--- config.mk ---
export PLATFORM = sky130hd
export DESIGN_NAME = baud_rate_generator
export DESIGN_NICKNAME = d
export VERILOG_FILES = /design/src/rtl/baud_rate_generator.sv
export SDC_FILE = /design/constraint.sdc
export NUM_CORES = 1
export LEC_CHECK = 0
export CORE_AREA = 4 4 41 43
export DETAILED_ROUTE_END_ITERATION = 16
export DIE_AREA = 0 0 45 47
export GPL_TIMING_DRIVEN = 0
export PLACE_DENSITY_LB_ADDON = 0.08
export SLEW_MARGIN = 20
export SYNTH_ARGS = -nofsm -noshare
export SYNTH_HDL_FRONTEND = slang
export SYNTH_SLANG_ARGS = --single-unit
export TNS_END_PERCENT = 10
--- constraint.sdc ---
create_clock -name clock -period 1.7 [get_ports clock]
set_input_delay 0.34 -clock clock [delete_from_list [all_inputs] [get_ports clock]]
set_output_delay 0.34 -clock clock [all_outputs]
set_load 0.05 [all_outputs]
--- src/rtl/baud_rate_generator.sv ---
// -----------------------------------------------------------------------------
// baud_rate_generator
//
// Produces a one-clock-wide oversampling strobe (tick) at
// BAUD_RATE * SAMPLE_RATE ticks per second, derived from a CLK_HZ clock.
// The free-running period is DIVISOR+1 clocks, because the clock in which
// tick is high also returns the counter to zero.
//
// Handshake: tick is a pure strobe with no back-pressure. A consumer samples
// it on the rising edge of clock; it is high for exactly one cycle per period
// and never stretched.
//
// Ports:
//   clock    - input clock; all state updates on its rising edge
//   reset    - synchronous, active-high reset; overrides both start inputs
//   start_rx - level-sampled; loads DIVISOR/2 so the next tick is mid-bit
//   start_tx - level-sampled; loads 0 so the next tick is a full period away
//   tick     - combinational strobe, high while counter == DIVISOR
// -----------------------------------------------------------------------------
module baud_rate_generator #(
  parameter int CLK_HZ      = 25_000_000,
  parameter int BAUD_RATE   = 9600,
  parameter int SAMPLE_RATE = 16
) (
  input  logic clock,
  input  logic reset,
  input  logic start_rx,
  input  logic start_tx,
  output logic tick
);

  localparam int DIVISOR = CLK_HZ / (BAUD_RATE * SAMPLE_RATE);
  // Two spare bits above what DIVISOR needs; the counter never passes DIVISOR.
  localparam int CW = $clog2(DIVISOR) + 2;

  localparam logic [CW-1:0] DIV_C  = CW'(DIVISOR);
  localparam logic [CW-1:0] HALF_C = CW'(DIVISOR / 2);

  if (DIVISOR < 1) begin : g_bad_config
    $error("baud_rate_generator: DIVISOR must be at least 1 (CLK_HZ too small for BAUD_RATE*SAMPLE_RATE)");
  end

  logic [CW-1:0] counter;

  // Combinational on purpose: the strobe and the counter clear happen in the
  // same cycle, so the consumer sees the tick without a pipeline delay.
  assign tick = (counter == DIV_C);

  // Priority: reset/tick, then start_rx, then start_tx, then count.
  // A start coinciding with a tick is dropped; the tick wins the realignment.
  always_ff @(posedge clock) begin
    if (reset || tick) begin
      counter <= '0;
    end else if (start_rx) begin
      counter <= HALF_C;
    end else if (start_tx) begin
      counter <= '0;
    end else begin
      counter <= counter + CW'(1);
    end
  end

endmodule

## After elaboration in Yosys (flattened, before gate mapping)

Cells that the tools add are included.

| word-level totals | value |
|---|---|
| output and inout port bits | 1 |
| register bits after elaboration | 10 |
| bits of input ports | 4 |

| operators by class | value |
|---|---|
| equal/unequal tests | 1 |
| reductions and logical operators | 2 |
| add/subtract/negate cells | 1 |
| mux-type cells | 2 |

Operators by type and width:

| operator | number |
|---|---|
| $mux 7 | 2 |
| $add 10x1->10 const B | 1 |
| $eq 10x8->1 const B | 1 |
| $reduce_or 3->1 | 1 |
| $logic_or 1x1->1 | 1 |

## Longest topological paths before layout

| depth | value |
|---|---|
| depth in word-level cells | 3 |
| depth in mapped cells | 6 |
| mapped depth without buffers | 6 |

## Worst setup path before layout

Ideal clock, no wire load.

| path | value |
|---|---|
| kind | register to output |
| from | register counter[7] |
| to | output tick |
| arrival time | 1109 ps |
| setup slack | 251 ps |
| required time | 1360 ps |
| cell stages (with the launch flop) | 3 |
| path buffers | 0 |
| cells stage by stage | dfxtp_1 -> nor3b_1 -> and3_2 |

| on the way | value |
|---|---|
| longest elaborated chain between the ends | 1 |

RTL lines:

| what | RTL line | source |
|---|---|---|
| from (decl) | 43 | `logic [CW-1:0] counter;` |
| from (signal assigned) | 59 | `counter <= counter + CW'(1);` |
| $eq 10x8->1 | 47 | `assign tick = (counter == DIV_C);` |
| to (decl) | 29 | `output logic tick` |

No other way between the ends.

## Final worst setup path

| path | value |
|---|---|
| from | register counter[1] |
| to | output tick |

The elaborated chain is that of the path after synthesis.

==> impl_metrics.py <==
metrics = {
    "layout": {
        "layout.nets": 72,
        "largest_register_ffs": 10,
        "syn_to_final_growth_pct": 29.8,
        "final_area_sq_um": 666,
        "finish.utilization": 0.512,
        "layout-drive-gt1-share": 0.385,
        "n_antenna_cell": 0,
        "reg.largest.list": "counter (10)",
        "top_register": "counter",
        "final_cells": 80,
    },
    "pwr": {
        "clock_power_share": 0.433,
        "p_sw_frac": 0.218,
        "netSwitchingPower_mw": 0.108,
        "pwr-share-comb": 0.071,
        "peakVddDrop_v": 0.000454,
        "internal_power_mw": 0.389,
        "seqPwrFrac": 0.496,
        "power_leakage_nw": 0.212,
        "p_total_mw": 0.498,
        "powerDensity_nw_per_um2": 748,
    },
    "die": {
        "core_region_area_sq_um": 1300,
        "die_h_microns": 47,
        "dieWidth_microns": 45,
        "initial_core_util": 0.394,
        "rows": 13,
        "die_area_sq_um": 2120,
        "io_pins": 5,
    },
    "hold_path": {
        "hold_depth": 2,
        "hold_class": "reg2reg",
        "hold_end": "counter[9]$_SDFF_PP0_",
        "min_from": "counter[9]$_SDFF_PP0_",
    },
    "clock_tree": {
        "cts_buffers": 3,
        "cts_tree": "built",
        "ctsHtreeMaxLevel": 1,
        "hold_buffers": 0,
        "clkTransAtPathRegs_ps": 60,
        "clk_latency_ps": 270,
        "clockRootBuffer": "clkbuf_4",
        "cts_sinks": 10,
        "cts_buffer_depth": 2,
    },
    "synthesis": {
        "syn_avg_cell_area_sq_um": 9.50,
        "async_flop_share": 0,
        "synth-main-ff-cell": "dfxtp_1",
        "syn-cell-area_sq_um": 513,
        "synth_top_cell_by_area": "dfxtp_1",
        "synth_cells": 54,
        "synth.yosys.seq_area_share": 0.390,
        "synth_most_common_cell": "dfxtp_1",
        "ys_warn_count": 0,
        "synth_edf_count": 0,
        "synth_commonest_cells": "10 x dfxtp_1, 8 x nor2_1, 7 x nor2_2, 5 x xnor2_1, 4 x nand3_1",
        "synth.top_cell.area_share": 0.390,
        "synth_area_leaders": "dfxtp_1 39%, nor2_2 8.5%, xnor2_1 8.5%",
        "syn_nets": 60,
        "ys_ff_latch": 10,
        "synth_cell_types": 19,
    },
    "sta": {
        "slew_viol_final": 0,
        "setup_viol": 0,
        "holdWs_ps": 529,
        "tightest_slew_ps": 290,
        "fin_skew_ps": 7.05,
        "rsz0062_at_grt": "yes",
        "period_needed_ps": 1650,
        "fin_crit_sh": 0.972,
        "hold_viol_final": 0,
        "max_slew_margin": 0.806,
        "tns_ps": 0,
        "fmax_mhz": 605,
        "fin_ws_ps": 47.3,
    },
    "global_route": {
        "grt_max_degree": 8,
        "antenna_found_initial": 0,
        "grt_pass1_wl_microns": 1680,
        "overflow": 0,
        "grt_pass1_vias": 387,
        "track_usage": 0.112,
    },
    "critical_path": {
        "crit_path_max_incr_delay_ps": 360,
        "r2r_start": "counter[0]$_SDFF_PP0_",
        "reg2reg_slack_ps": 320,
        "critPathSlowestCell": "dfxtp_2",
        "cp_max_fo": 3,
        "crit_chain": "ha_4, and4bb_4, and3_4, buf_8",
        "worstPathArrival_ps": 1310,
        "crit_family": "simple AND/OR/NAND/NOR gates",
        "reg2reg_depth": 7,
        "worst_setup_path_start_kind": "flop",
        "crit_buf_inv": 1,
        "r2r-end": "counter[5]$_SDFF_PP0_",
        "path_class": "reg2out",
        "critical_path_required_ps": 1360,
        "cp-end-kind": "output port",
    },
    "drt": {
        "wirelength_microns": 946,
        "met1_length_microns": 456,
        "maxUsedRoutingLayer": "met3",
        "drt_iter0_drc": 7,
        "via_count": 393,
        "ant_nets": 0,
        "dr_wl_met2_microns": 443,
        "wl_met3_microns": 47,
        "drt-pass1-iter-count": 4,
        "wl_per_cell_microns": 11.8,
        "drc": 0,
        "viasPerCell": 4.91,
    },
    "placement": {
        "gp_congestion": 0.670,
        "io_buffers": 4,
        "hpwl_microns": 671,
        "dpl_cell_area_sq_um": 572,
        "dp_slack_ps": -418,
        "dp.cells": 73,
    },
    "run": {
        "cap_viol_max_count": 0,
    },
    "status": {
        "status": "finished, final reports clean",
    },
}
metal layers:
layer,up-vias,global-route usage
met5,-,0
met4,0,0.0351
met3,0,0.0575
met2,7,0.175
met1,181,0.135
li1,205,-
final cells by class:
class / count / area, sq um
fillers: 129 / 636
inverters: 1 / 3.75
well taps: 15 / 18.8
multi-input cells: 43 / 337
flip-flops and latches: 10 / 203
repair buffers: 7 / 67.6
clock buffers: 4 / 36.3
how the worst max path moves through the flow:
stage	from	end	depth (start not counted)
after global placement	counter[7]$_SDFF_PP0_	tick	3
final	counter[1]$_SDFF_PP0_	tick	4
after CTS	counter[1]$_SDFF_PP0_	tick	4
after floorplan	counter[7]$_SDFF_PP0_	tick	2
after detailed placement	counter[7]$_SDFF_PP0_	tick	3
after global routing	counter[1]$_SDFF_PP0_	tick	4
cells in the final DEF, fill, tap and decap left out, drive strengths merged:
cell	n
clkdlybuf4s50	3
nand3	4
clkbuf	4
nor3b	2
and3	1
and4bb	1
nand4	1
buf	4
nor4	1
xor2	2
dfxtp	10
o31a	1
nor2	15
xnor2	5
a31oi	1
inv	1
ha	2
nor3	1
o21a	2
nand2	4
power groups by stage:
stage	clock (mW)	combinational (mW)	sequential, mW
final	0.215	0.0356	0.247
after CTS	0.222	0.0338	0.245
after global routing	0.238	0.0395	0.247
after global placement	0	0.0303	0.251
after floorplan	0	0.0180	0.250
after detailed placement	0	0.0304	0.251
cells by family after synthesis:
logic type	synth area share
AOI/OAI and AO/OA	0.0878
xor gates and xnor gates	0.120
adders and majority gates	0.0488
buffers and inverters	0.00731
DFF	0.390
and+or+nand+nor	0.346
tightest hold or removal path, stage by stage, from the launching register on:
cell,delay (ps)
dfxtp_1,340
xnor2_1,90
nor2_2,70
timing repair:
action,CTS,global route
resized for setup,11,5
setup endpoints to repair,1,1
gates cloned,0,0
pin swaps,0,1
buffers inserted,2,1
Note: power is estimated with default switching activity, not from simulation.
